## src/rtl/mem_port_arbiter.sv

```systemverilog
// mem_port_arbiter
// ----------------
// Shares one single-port memory between instruction fetch (IF) and data
// access (MEM). Only one transaction is in flight at a time. Data access wins
// ties, but a streak counter makes sure a waiting fetch gets in after at most
// MEM_STREAK consecutive data grants.
//
// Ports
//   clk, rst                 clock, synchronous active-high reset
//   if_req_i/if_addr_i       fetch request (held until if_done_o) and address
//   if_flush_i               drop the outstanding fetch (redirect)
//   if_rdata_o/if_done_o     fetched word and its one-cycle completion pulse
//   if_stall_o               fetch stall request (combinational)
//   mem_req_i/mem_we_i       data request (held until mem_done_o), store flag
//   mem_addr_i/mem_wdata_i   data address, store data
//   mem_be_i                 store byte enables
//   mem_rdata_o/mem_done_o   load data and its one-cycle completion pulse
//   mem_stall_o              data stall request (combinational)
//   ram_req_o..ram_be_o      registered memory command
//   ram_gnt_i                memory accepts the command this cycle
//   ram_rvalid_i/ram_rdata_i memory response (reads and writes)
//   dbg_state                current FSM state (0 IDLE, 1 REQ, 2 WAIT)
//
// Memory handshake: ram_req_o is the command valid and ram_gnt_i its ready.
// The command is transferred in the cycle both are high; until then every
// ram_* field is held stable, and a command is never withdrawn once raised.
// Exactly one ram_rvalid_i per transferred command closes the transaction;
// rvalid is ignored outside the WAIT state.

module mem_port_arbiter #(
    parameter int ADDR_W     = 32,
    parameter int DATA_W     = 32,
    parameter int MEM_STREAK = 4
) (
    input  logic                clk,
    input  logic                rst,

    input  logic                if_req_i,
    input  logic [ADDR_W-1:0]   if_addr_i,
    input  logic                if_flush_i,
    output logic [DATA_W-1:0]   if_rdata_o,
    output logic                if_done_o,
    output logic                if_stall_o,

    input  logic                mem_req_i,
    input  logic                mem_we_i,
    input  logic [ADDR_W-1:0]   mem_addr_i,
    input  logic [DATA_W-1:0]   mem_wdata_i,
    input  logic [DATA_W/8-1:0] mem_be_i,
    output logic [DATA_W-1:0]   mem_rdata_o,
    output logic                mem_done_o,
    output logic                mem_stall_o,

    output logic                ram_req_o,
    output logic                ram_we_o,
    output logic [ADDR_W-1:0]   ram_addr_o,
    output logic [DATA_W-1:0]   ram_wdata_o,
    output logic [DATA_W/8-1:0] ram_be_o,
    input  logic                ram_gnt_i,
    input  logic                ram_rvalid_i,
    input  logic [DATA_W-1:0]   ram_rdata_i,

    output logic [1:0]          dbg_state
);

    localparam int BE_W     = DATA_W / 8;
    localparam int STREAK_W = $clog2(MEM_STREAK + 1);
    localparam logic [STREAK_W-1:0] STREAK_MAX = STREAK_W'(MEM_STREAK);

    typedef enum logic [1:0] {
        ST_IDLE = 2'd0,
        ST_REQ  = 2'd1,
        ST_WAIT = 2'd2
    } state_t;

    typedef enum logic {
        OWN_IF  = 1'b0,
        OWN_MEM = 1'b1
    } owner_t;

    state_t              state;
    owner_t              owner;
    logic                discard;
    logic [STREAK_W-1:0] streak;

    logic if_elig;
    logic mem_elig;
    logic pick_mem;
    logic if_flush_owned;

    // A port whose done pulse is showing this cycle is still presenting the
    // request it just completed, so it must not be granted again.
    always_comb begin
        if_elig        = if_req_i & ~if_done_o & ~if_flush_i;
        mem_elig       = mem_req_i & ~mem_done_o;
        pick_mem       = mem_elig & (~if_elig | (streak < STREAK_MAX));
        if_flush_owned = (owner == OWN_IF) & if_flush_i;
    end

    assign if_stall_o  = if_req_i & ~if_done_o & ~if_flush_i;
    assign mem_stall_o = mem_req_i & ~mem_done_o;
    assign dbg_state   = state;

    always_ff @(posedge clk) begin
        if (rst) begin
            state       <= ST_IDLE;
            owner       <= OWN_IF;
            discard     <= 1'b0;
            streak      <= '0;
            ram_req_o   <= 1'b0;
            ram_we_o    <= 1'b0;
            ram_addr_o  <= '0;
            ram_wdata_o <= '0;
            ram_be_o    <= '0;
            if_rdata_o  <= '0;
            if_done_o   <= 1'b0;
            mem_rdata_o <= '0;
            mem_done_o  <= 1'b0;
        end else begin
            if_done_o  <= 1'b0;
            mem_done_o <= 1'b0;

            case (state)
                ST_IDLE: begin
                    if (pick_mem) begin
                        owner       <= OWN_MEM;
                        ram_req_o   <= 1'b1;
                        ram_we_o    <= mem_we_i;
                        ram_addr_o  <= mem_addr_i;
                        ram_wdata_o <= mem_wdata_i;
                        ram_be_o    <= mem_be_i;
                        // Only grants taken while a fetch is waiting count
                        // towards the streak.
                        streak      <= if_elig ? streak + 1'b1 : '0;
                        state       <= ST_REQ;
                    end else if (if_elig) begin
                        owner       <= OWN_IF;
                        ram_req_o   <= 1'b1;
                        ram_we_o    <= 1'b0;
                        ram_addr_o  <= if_addr_i;
                        ram_wdata_o <= '0;
                        ram_be_o    <= {BE_W{1'b1}};
                        streak      <= '0;
                        state       <= ST_REQ;
                    end
                end

                ST_REQ: begin
                    if (if_flush_owned) begin
                        discard <= 1'b1;
                    end
                    if (ram_gnt_i) begin
                        ram_req_o <= 1'b0;
                        state     <= ST_WAIT;
                    end
                end

                ST_WAIT: begin
                    if (if_flush_owned) begin
                        discard <= 1'b1;
                    end
                    if (ram_rvalid_i) begin
                        state <= ST_IDLE;
                        if (owner == OWN_MEM) begin
                            mem_done_o <= 1'b1;
                            if (!ram_we_o) begin
                                mem_rdata_o <= ram_rdata_i;
                            end
                        end else begin
                            // A flush seen at any point of the fetch, including
                            // this very cycle, turns the response into a no-op.
                            discard <= 1'b0;
                            if (!(discard | if_flush_i)) begin
                                if_done_o  <= 1'b1;
                                if_rdata_o <= ram_rdata_i;
                            end
                        end
                    end
                end

                default: state <= ST_IDLE;
            endcase
        end
    end

endmodule

```

## config.mk

```make
export PLATFORM = sky130hd
export DESIGN_NAME = mem_port_arbiter
export DESIGN_NICKNAME = d
export VERILOG_FILES = /design/src/rtl/mem_port_arbiter.sv
export SDC_FILE = /design/constraint.sdc
export NUM_CORES = 1
export LEC_CHECK = 0
export BUFFER_PORTS_ARGS = -buffer_cell sky130_fd_sc_hd__buf_4
export CAP_MARGIN = 20
export CORE_AREA = 2 2 126 128
export CTS_CLUSTER_SIZE = 40
export DETAILED_ROUTE_END_ITERATION = 6
export DIE_AREA = 0 0 128 130
export HOLD_SLACK_MARGIN = 0.12
export SYNTH_ARGS = -nofsm -noshare
export SYNTH_HDL_FRONTEND = slang
export SYNTH_SLANG_ARGS = --single-unit
```

## constraint.sdc

```tcl
create_clock -name clk -period 3.7 [get_ports clk]
set_input_delay 0.74 -clock clk [delete_from_list [all_inputs] [get_ports clk]]
set_output_delay 0.74 -clock clk [all_outputs]
set_load 0.005 [all_outputs]
```

# Word level (Yosys, flattened, before mapping)
# Cells that the tools add are included.
[totals]
word_cells = 74
output_inout_bits = 140
register_bits = 143
input_bits = 140
[classes]
magnitude_cmp = 1
n_reduce_logical = 11
n_eq_ne = 5
mux = 27
bitwise = 16
addsub = 1
[ops]
columns = ["operator", "n"]
rows = [
  ["$mux W32", 4],
  ["$mux W1", 11],
  ["$mux W3", 3],
  ["$not A1 Y1", 9],
  ["$mux W2", 4],
  ["$mux W4", 2],
  ["$reduce_and A4 Y1", 2],
  ["$pmux W2 S3", 1],
  ["$reduce_and A3 Y1", 2],
  ["$reduce_bool A2 Y1", 3],
  ["$and A1 B1 Y1", 5],
  ["$ne A2 B2 Y1 const B", 2],
  ["$pmux W1 S2", 2],
  ["$reduce_or A4 Y1", 1],
  ["$add A3 B1 Y3 const B", 1],
  ["$lt A3 B3 Y1 const B", 1],
  ["$ne A3 B3 Y1 const B", 1],
  ["$reduce_or A3 Y1", 1],
  ["$eq A2 B1 Y1 const B", 1],
  ["$eq A2 B2 Y1 const B", 1],
  ["$logic_not A2 Y1", 1],
  ["$or A1 B1 Y1", 2],
  ["$reduce_and A2 Y1", 1],
]

# Longest topological paths before layout
# Gate-level depths: netlist (run 1).
[depth]
depth_word = 8
depth_mapped = 8
mapped_depth_nobuf = 6

# Worst setup path before layout (run 1)
# No wires, ideal clock.
[synth_timing]
kind = "input to register"
startpoint = "input mem_req_i"
endpoint = "register streak[0]"
setup_ns = 0.070
arrival_time_ns = 1.779
slack_ns = 1.851
required_time_ns = 3.630
path_stages = 7
path_cell_list = "nor2b_1 -> buf_2 -> o21ai_2 -> buf_2 -> buf_2 -> nand2_1 -> a21oi_1"
[synth_between]
elab_chain_len = 4
elab_cells_between_ends = 5
[synth_lines]
columns = ["item", "line", "text"]
rows = [
  ["start: declaration", "45", "input logic mem_req_i,"],
  ["$and A1 B1 Y1 *", "--", ""],
  ["via mem_stall_o", "52", "output logic mem_stall_o,"],
  ["$and A1 B1 Y1 *", "96", "pick_mem = mem_elig & (~if_elig | (streak < STREAK_MAX));"],
  ["$reduce_bool A2 Y1 (no source line)", "--", ""],
  ["$reduce_and A2 Y1 (no source line)", "--", ""],
  ["end signal: assignment", "134", "streak <= if_elig ? streak + 1'b1 : '0;"],
  ["end: declaration", "84", "logic [STREAK_W-1:0] streak;"],
]
# The timed path passes the listed nets; every way through them passes the cells marked *.
# A chain may end at the register's enable or synchronous reset.

# Worst setup path in the final report (run 1)
[layout_timing]
startpoint = "input mem_req_i"
endpoint = "output mem_stall_o"
[layout_between]
elab_chain_len = 1
[layout_lines]
columns = ["item", "line", "text"]
rows = [
  ["$and A1 B1 Y1", "101", "assign mem_stall_o = mem_req_i & ~mem_done_o;"],
  ["end: declaration", "52", ""],
]
# No other way between the ends.

==> results of run 1 <==
[final cells by class]
class / instances / area share (%)
Clock buffer: 18 / 5.369
Clock inverter: 14 / 2.784
Inverter: 5 / 0.2294
Multi-Input combinational cell: 439 / 26.71
Sequential cell: 143 / 35.00
Tap cell: 192 / 2.937
Timing Repair Buffer: 289 / 26.98
[per-stage QoR]
step	cell area, um^2	cells	hold WS, ns	worst slack, ns	util [%]
after floorplan	5281	640	0.4484	1.851	-
after global placement	7513	1068	0.4432	1.173	48.71
after detailed placement	7513	1068	0.4472	1.108	48.71
after CTS	8180	1100	0.4556	1.442	53.03
after global routing	8180	1100	0.4722	1.316	53.03
final	8180	1100	0.4543	1.422	53.03
[sequential cells by signal, indices dropped and copies added, names as in the netlist, 2 cells and up]
register / cells
mem_rdata_o: 32
dbg_state: 2
ram_be_o: 4
ram_wdata_o: 32
ram_addr_o: 32
streak: 3
if_rdata_o: 32
[placed cells by master, fill, tap and decap left out, drive strengths merged]
| master | instances |
|---|---|
| buf | 289 |
| nand2 | 164 |
| dfxtp | 143 |
| a21oi | 100 |
| nor2 | 77 |
| a22oi | 33 |
| a211oi | 32 |
| clkbuf | 18 |
| inv | 9 |
| bufinv | 5 |
| clkinv | 5 |
| o22ai | 4 |
| nand2b | 4 |
| ha | 4 |
| nor2b | 2 |
| nand3 | 2 |
| mux2i | 2 |
| a32oi | 2 |
| nor3b | 1 |
| nand4bb | 1 |
| and2 | 1 |
| o21ai | 1 |
| o21a | 1 |
| and3 | 1 |
| a222oi | 1 |
| nor4 | 1 |
| or4 | 1 |
| nand3b | 1 |
| or2 | 1 |
| a2111oi | 1 |
| a311oi | 1 |
[power groups by stage]
stage	logic, W	registers (W)	clock network, W
finish	0.00126	0.00188	0.00193
global route	0.00141	0.00191	0.00202
floorplan	0.000646	0.00192	0
global placement	0.00126	0.00191	0
detailed placement	0.00127	0.00191	0
CTS	0.00128	0.00188	0.00197
[cells by family (layout without fill, tap and decap cells)]
kind of cell             after synthesis  in the layout  synth area share [%]
AND/OR/NAND/NOR                      257            257                 19.36
AO/OA/AOI/OAI                        176            176                 20.37
flip-flops                           143            143                 54.21
buffers and inverters                 58            326                 4.738
adder cells (fa/ha/maj)                4              4                0.9477
multiplexers                           2              2                0.3791
[critical path: stages]
cell and delay, ns:
buf_4 0.07, nor2b_1 0.49, buf_4 0.24
[layer usage]
| layer | wire (um) | vias to the layer above |
|---|---|---|
| met5 | 0 | - |
| met4 | 254 | 0 |
| met3 | 1178 | 18 |
| met2 | 8173 | 185 |
| met1 | 7249 | 2490 |
| li1 | - | 2675 |
[final timing paths]
path,from,end,slack [ns],cells after the start
min reg2reg,if_rdata_o[11],if_rdata_o[11],0.45,2
min,if_rdata_o[11],if_rdata_o[11],0.45,2
max reg2reg,mem_done_o,ram_addr_o[10],1.64,5
max,mem_req_i,mem_stall_o,1.42,3
==> results.py, run 1 <==
metrics = {
    "detailed_routing": {
        "post-route-drc-count": 0,
        "via_per_inst": 4.880,
        "route.detailed.wl_per_inst_um": 15.32,
        "routed_wl_um": 16860,
        "drtAntennaViolNets": 0,
        "vias": 5368,
        "drt_first_pass_iters": 6,
        "drtIter0Drc": 235,
    },
    "global_route": {
        "gr-usage-met1_pct": 24.58,
        "grtUsageMet3_pct": 5.699,
        "grt_max_degree": 68,
        "gr-usage-all-layers_pct": 19.76,
        "globalRoute.totalOverflow": 0,
        "grt_busiest_layer": "met2",
        "grt_pass1_wl_um": 25840,
        "grt_pass1_vias": 4942,
        "grtUsageMet2_pct": 32.87,
        "antenna_found_initial": 0,
    },
    "timing": {
        "min_period_ns": 2.278,
        "setup_viol": 0,
        "rsz0062_at_grt": "false",
        "finalSetupTns_ns": 0,
        "slew_violations": 0,
        "finalCritPeriodShare_pct": 61.57,
        "worst-slew-pin-transition_ns": 0.7868,
        "max_freq_mhz": 439.0,
        "finalHoldViolCount": 0,
        "skew_ns": 0.008281,
        "max_slew_margin_pct": 47.35,
    },
    "yosys": {
        "syn_area_per_cell_um2": 8.252,
        "synth.most_common_cell": "nand2_1",
        "synth.area.top_cells": "dfxtp_1 54%, nand2_1 12%, a21oi_1 9.5%",
        "ys.flop_type": "dfxtp_1",
        "synth_nets": 784,
        "synth_common_cells": "164 x nand2_1, 143 x dfxtp_1, 100 x a21oi_1",
        "syn_area_um2": 5281,
        "ys_ff_latch": 143,
        "async_flop_share_pct": 0,
        "synthCells": 640,
        "yosysUniqueCellTypes": 32,
        "yosys_warnings": 0,
        "synth_top_cell_area_share_pct": 54.21,
        "yosysTopAreaCell": "dfxtp_1",
        "synth-edff-count": 0,
        "synth-seq-area-share_pct": 54.21,
    },
    "power": {
        "vdd_drop_max_uv": 304.7,
        "power_frac_clock_pct": 38.0,
        "p_per_area_nw_per_um2": 618.8,
        "power_frac_comb_pct": 24.8,
        "p_sw_w": 0.001458,
        "p_leak_nw": 3.598,
        "p_int_w": 0.003604,
        "switching_share_pct": 28.81,
        "total_power_w": 0.005062,
        "seq_power_share_pct": 37.1,
    },
    "layout": {
        "drive_above_1_share_pct": 35.90,
        "seq_area_um2": 2863,
        "fill_cells": 1492,
        "nets": 1039,
        "multi_input_area_um2": 2185,
        "n_antenna_cell": 0,
        "area_delta_synth_final_pct": 54.89,
    },
    "clock_network": {
        "clock-sinks": 143,
        "cts_resized": 0,
        "cts_buffer_depth": 2,
        "clk_pin_slew_ns": 0.06,
        "root_buffer": "clkbuf_16",
        "tritoncts": "yes",
        "ctsHoldBuffers": 0,
        "clock_latency_ns": 0.42,
        "numCtsBuffers": 17,
        "post-cts-setup-buffer-count": 0,
        "htreeDepth": 4,
    },
    "job": {
        "drv_cap": 0,
    },
    "critical_path": {
        "arrival_ns": 1.54,
        "worstSetupPathType": "input pin to output pin",
        "path_max_fanout": 8,
        "worstPathRequired_ns": 2.96,
        "end_kind": "output pin",
        "critPathLaunchType": "input pin",
    },
    "min_path": {
        "min_path_type": "flop to flop",
    },
    "die": {
        "initial_core_util_pct": 34.24,
        "io_pins": 280,
        "core-area_um2": 15420,
        "die_area_um2": 16640,
        "die_w_um": 128,
        "row_count": 46,
        "die_h_um": 130,
    },
    "placement": {
        "gp_congestion": 0.7540,
        "place.port_buffers": 279,
        "hpwl_um": 11550,
    },
    "status": {
        "outcome": "finished, final reports clean",
    },
}
Note: power is estimated with default switching activity, not from simulation.
==> inputs of run 2 (changes only) <==
ABC_AREA = 1   (was default)
CORE_AREA = 2 2 133 135   (was 2 2 126 128)
DIE_AREA = 0 0 135 137   (was 0 0 128 130)
clock period = 2.1 ns   (was 3.7 ns; I/O delays follow)
==> results.py, run 2 <==
metrics = {
    "layout": {
        "layout_common_cells": "294 x buf_4, 146 x nand2_1, 143 x dfxtp_1, 105 x a21oi_1, 101 x nand3_1",
        "drive_above_1_share_pct": 31.64,
        "n_antenna_cell": 0,
        "final_common_cell": "buf_4",
        "nets": 1197,
        "area_delta_synth_final_pct": 50.15,
        "final_cells": 1290,
    },
    "yosys": {
        "synth-seq-area-share_pct": 48.87,
        "synth_top_cell_area_share_pct": 48.87,
        "async_flop_share_pct": 0,
        "syn_area_um2": 5858,
        "yosys_warnings": 0,
        "synthCells": 798,
        "yosysUniqueCellTypes": 23,
        "synth.area.top_cells": "dfxtp_1 49%, nand2_1 9.4%, a21oi_1 9.0%",
        "ys.flop_type": "dfxtp_1",
        "ys_ff_latch": 143,
        "synth-edff-count": 0,
        "yosysTopAreaCell": "dfxtp_1",
        "synth.most_common_cell": "nand2_1",
        "syn_area_per_cell_um2": 7.341,
        "synth_nets": 942,
        "synth_common_cells": "146 x nand2_1, 143 x dfxtp_1, 105 x a21oi_1",
    },
    "die": {
        "die_h_um": 137,
        "io_pins": 280,
        "core-area_um2": 17060,
        "die_area_um2": 18500,
        "initial_core_util_pct": 34.35,
        "die_w_um": 135,
        "row_count": 48,
    },
    "detailed_routing": {
        "drt_first_pass_iters": 5,
        "via_per_inst": 4.811,
        "drtAntennaViolNets": 0,
        "routed_wl_um": 19600,
        "post-route-drc-count": 0,
        "route.detailed.wl_per_inst_um": 15.19,
        "vias": 6206,
        "drtIter0Drc": 319,
    },
    "placement": {
        "place_inst": 1259,
        "place.port_buffers": 279,
        "hpwl_um": 13180,
        "gp_congestion": 0.8115,
    },
    "clock_network": {
        "ctsHoldBuffers": 0,
        "tritoncts": "yes",
        "numCtsBuffers": 17,
        "cts_buffer_depth": 2,
        "htreeDepth": 4,
        "root_buffer": "clkbuf_16",
        "clk_pin_slew_ns": 0.06,
        "post-cts-setup-buffer-count": 0,
        "clock-sinks": 143,
        "cts_resized": 0,
        "clock_latency_ns": 0.42,
    },
    "timing": {
        "max_slew_margin_pct": 73.22,
        "finalCritPeriodShare_pct": 91.76,
        "setup_viol": 0,
        "rsz0062_at_grt": "false",
        "finalHoldViolCount": 0,
        "skew_ns": 0.007212,
        "worst-slew-pin-transition_ns": 0.4017,
        "max_freq_mhz": 518.9,
        "min_period_ns": 1.927,
        "finalSetupTns_ns": 0,
        "slew_violations": 0,
    },
    "global_route": {
        "gr-usage-all-layers_pct": 20.56,
        "antenna_found_initial": 0,
        "grt_max_degree": 69,
        "grt_pass1_wl_um": 30070,
        "grt_pass1_vias": 5735,
        "globalRoute.totalOverflow": 0,
    },
    "critical_path": {
        "rr_endpoint": "mem_rdata_o[11]",
        "worstSetupPathType": "flop to output pin",
        "endpoint": "mem_stall_o",
        "cp-startpoint": "mem_done_o",
        "cp_cell_sequence": "inv_1 -> nand2_1 -> inv_2 -> buf_12 -> buf_4",
        "slowest_stage": "dfxtp_1",
        "reg2reg_depth": 7,
        "worstPathRequired_ns": 1.68,
        "slowest_delay_ns": 0.32,
        "end_kind": "output pin",
        "path_max_fanout": 50,
        "arrival_ns": 1.51,
        "critPathLaunchType": "flop",
        "rr_startpoint": "dbg_state[0]",
        "rrSetupSlack_ns": 0.46,
    },
    "status": {
        "outcome": "finished, final reports clean",
    },
    "job": {
        "drv_cap": 0,
    },
    "min_path": {
        "min_path_type": "input pin to flop",
    },
    "power": {
        "p_per_area_nw_per_um2": 882.9,
        "p_leak_nw": 4.237,
        "vdd_drop_max_uv": 568.4,
    },
}
-- run 2: cell types whose count changed in the layout (fill, tap and decap cells not counted), sizes merged, moves of 6 or more --
cell	previous run	this run
nand2	164	148
nand4	0	36
o21ai	1	38
inv	9	79
nand3	2	102
a22oi	33	0
buf	289	297
a21oi	100	106
a211oi	32	0
-- run 2: worst min path at each step --
stage,from,endpoint,cells after the start
after floorplan,discard,discard,1
after global placement,if_rdata_o[6],if_rdata_o[6],2
after detailed placement,if_rdata_o[23],if_rdata_o[23],2
after CTS,ram_rdata_i[10],mem_rdata_o[10],3
after global routing,ram_rdata_i[10],mem_rdata_o[10],3
final,ram_rdata_i[6],mem_rdata_o[6],3
-- run 2: layer usage --
layer / vias up / GRT usage (%) / share of wire, %
met1: 2858 / 25.19 / 42
met3: 9 / 7.037 / 8.9
li1: 3117 / - / -
met2: 222 / 34.91 / 48
met4: 0 / 4.745 / 0.70
met5: - / 0 / 0
-- run 2: area by class of cell --
cell class | instances | area, um^2
Clock inverter | 8 | 175.2
Timing Repair Buffer | 297 | 2267
Sequential cell | 143 | 2863
Inverter | 78 | 292.8
Tap cell | 225 | 281.5
Clock buffer | 23 | 498.0
Multi-Input combinational cell | 516 | 2419
Fill cell | 1713 | 8260
-- run 2: kinds of logic after synthesis --
family	after synthesis	share of synthesized area (%)
simple gates	367	27.66
compound gates	145	12.62
flops	143	48.87
buf+inv	139	9.996
fa+ha+maj	4	0.8544
-- run 2: power breakdown --
| group | internal (W) | switching [W] |
|---|---|---|
| Sequential | 0.00291 | 0.000101 |
| Combinational | 0.000629 | 0.000697 |
| Clock | 0.00227 | 0.00116 |
| Total | 0.00580 | 0.00196 |
-- run 2: worst max-delay path: cells and delay by family, from the launching register on --
family,cells,cell delay [ns]
buffers and inverters,4,0.58
AND/OR/NAND/NOR,1,0.15
flip-flops,1,0.32
-- run 2: metrics by stage --
step                      util (%)  cell area [um^2]  hold WS, ns  setup WS (ns)  total power (W)
after floorplan                  -              5858       0.4411         0.6318         0.003722
after CTS                    51.57              8796       0.2206         0.1796         0.007845
final                        51.57              8796       0.2341         0.1730         0.007766
after global placement       47.62              8123       0.4485         0.4306         0.004392
after global routing         51.57              8796       0.2243        0.08329         0.008107
after detailed placement     47.62              8123       0.4556         0.4253         0.004399
==> inputs of run 3 (changes only) <==
clock period = 1.8 ns   (was 2.1 ns; I/O delays follow)
==> results.py, run 3 (same netlist as run 2, synthesis figures left out) <==
metrics = {
    "global_route": {
        "gr-usage-all-layers_pct": 20.67,
        "grtUsageMet2_pct": 34.21,
        "gr-usage-met1_pct": 24.86,
        "grt_pass1_vias": 5682,
        "grt_busiest_layer": "met2",
        "globalRoute.totalOverflow": 0,
        "grt_max_degree": 67,
        "grt_pass1_wl_um": 29910,
        "antenna_found_initial": 0,
        "grtUsageMet3_pct": 7.259,
    },
    "detailed_routing": {
        "post-route-drc-count": 0,
        "drt_first_pass_iters": 4,
        "drtAntennaViolNets": 0,
        "vias": 6132,
        "routed_wl_um": 19560,
        "route.detailed.wl_per_inst_um": 15.14,
        "via_per_inst": 4.746,
        "drtIter0Drc": 283,
    },
    "timing": {
        "slew_violations": 0,
        "max_freq_mhz": 586.4,
        "finalHoldViolCount": 0,
        "worst_slack_ns": 0.09465,
        "rsz0062_at_grt": "false",
        "finalSetupTns_ns": 0,
        "min_period_ns": 1.705,
        "worst-slew-pin-transition_ns": 0.4971,
        "setup_viol": 0,
        "fin_hold_ws_ns": 0.1768,
        "finalCritPeriodShare_pct": 94.74,
        "max_slew_margin_pct": 66.86,
        "skew_ns": 0.007968,
    },
    "die": {
        "core-area_um2": 17060,
        "row_count": 48,
        "die_h_um": 137,
        "io_pins": 280,
        "initial_core_util_pct": 34.35,
        "die_area_um2": 18500,
        "die_w_um": 135,
    },
    "clock_network": {
        "root_buffer": "clkbuf_16",
        "post-cts-setup-buffer-count": 0,
        "clk_pin_slew_ns": 0.06,
        "cts_resized": 1,
        "htreeDepth": 4,
        "tritoncts": "yes",
        "clock-sinks": 143,
        "clock_latency_ns": 0.42,
        "numCtsBuffers": 17,
        "ctsHoldBuffers": 0,
        "cts_buffer_depth": 2,
    },
    "layout": {
        "layout_common_cells": "290 x buf_4, 145 x nand2_1, 143 x dfxtp_1, 105 x a21oi_1, 101 x nand3_1",
        "n_antenna_cell": 0,
        "postLayoutCoreUtil_pct": 51.58,
        "fill_cells": 1748,
        "final_common_cell": "buf_4",
        "drive_above_1_share_pct": 31.87,
        "area_delta_synth_final_pct": 50.19,
        "nets": 1199,
    },
    "critical_path": {
        "rrSetupSlack_ns": 0.19,
        "path_max_fanout": 24,
        "rr_startpoint": "dbg_state[0]",
        "arrival_ns": 1.35,
        "worstPathRequired_ns": 1.44,
        "slowest_stage": "dfxtp_1",
        "slowest_delay_ns": 0.36,
        "reg2reg_depth": 8,
        "worstSetupPathType": "flop to output pin",
        "end_kind": "output pin",
        "rr_endpoint": "mem_rdata_o[21]",
        "critPathLaunchType": "flop",
        "cp_cell_sequence": "inv_1 -> nand2_2 -> inv_2 -> buf_12 -> buf_4",
    },
    "job": {
        "drv_cap": 0,
    },
    "min_path": {
        "whs_endpoint": "mem_rdata_o[5]",
        "worst_hold_path.num_cells": 3,
        "worstHoldStart": "ram_rdata_i[5]",
        "min_path_type": "input pin to flop",
    },
    "power": {
        "vdd_drop_max_uv": 645.3,
        "p_leak_nw": 4.230,
        "p_per_area_nw_per_um2": 974.6,
    },
    "placement": {
        "gp_congestion": 0.7894,
        "dp_slack_ns": 0.1970,
        "hpwl_um": 13390,
        "place.port_buffers": 279,
    },
    "status": {
        "outcome": "finished, final reports clean",
    },
}
-- run 3: worst max-delay path by stage --
stage	depth (start not counted)	slack, ns	startpoint	endpoint
floorplan	8	0.33	dbg_state[0]	if_rdata_o[14]
global placement	8	0.21	dbg_state[0]	mem_rdata_o[21]
detailed placement	8	0.20	dbg_state[0]	mem_rdata_o[21]
CTS	5	0.07	mem_done_o	mem_stall_o
finish	5	0.09	mem_done_o	mem_stall_o
global route	5	0.03	mem_done_o	mem_stall_o
-- run 3: per-stage QoR --
| stage | std cells | power [W] | area [um^2] |
|---|---|---|---|
| final | 1292 | 0.008575 | 8798 |
| after detailed placement | 1261 | 0.005175 | 8213 |
| after global placement | 1261 | 0.005168 | 8213 |
| after CTS | 1292 | 0.008680 | 8798 |
| after floorplan | 798 | 0.004343 | 5858 |
| after global routing | 1292 | 0.009013 | 8798 |
-- run 3: cell type report --
type | count | area [um^2] | area share, %
flip-flops and latches | 143 | 2863 | 32.54
multi-input cells | 516 | 2421 | 27.52
repair buffers | 299 | 2357 | 26.79
clock buffers | 21 | 470.5 | 5.347
inverters | 78 | 292.8 | 3.328
well taps | 225 | 281.5 | 3.200
clock inverters | 10 | 112.6 | 1.280
-- run 3: per-layer routing --
| metal | share of wire [%] | vias to the layer above | routed length, um |
|---|---|---|---|
| met5 | 0 | - | 0 |
| met4 | 2.1 | 0 | 409 |
| met3 | 9.0 | 31 | 1763 |
| met2 | 47 | 202 | 9162 |
| met1 | 42 | 2781 | 8224 |
| li1 | - | 3118 | - |
-- run 3: power breakdown --
part | switching (W) | internal (W) | leakage [nW]
registers | 0.000118 | 0.00339 | 1.17
logic | 0.000821 | 0.000770 | 2.78
clock network | 0.00134 | 0.00214 | 0.285
total | 0.00228 | 0.00630 | 4.23
-- run 3: critical path: cells and delay by family (launching register included) --
kind	cells	cell delay (ns)
buf+inv	4	0.45
flops	1	0.36
simple gates	1	0.12
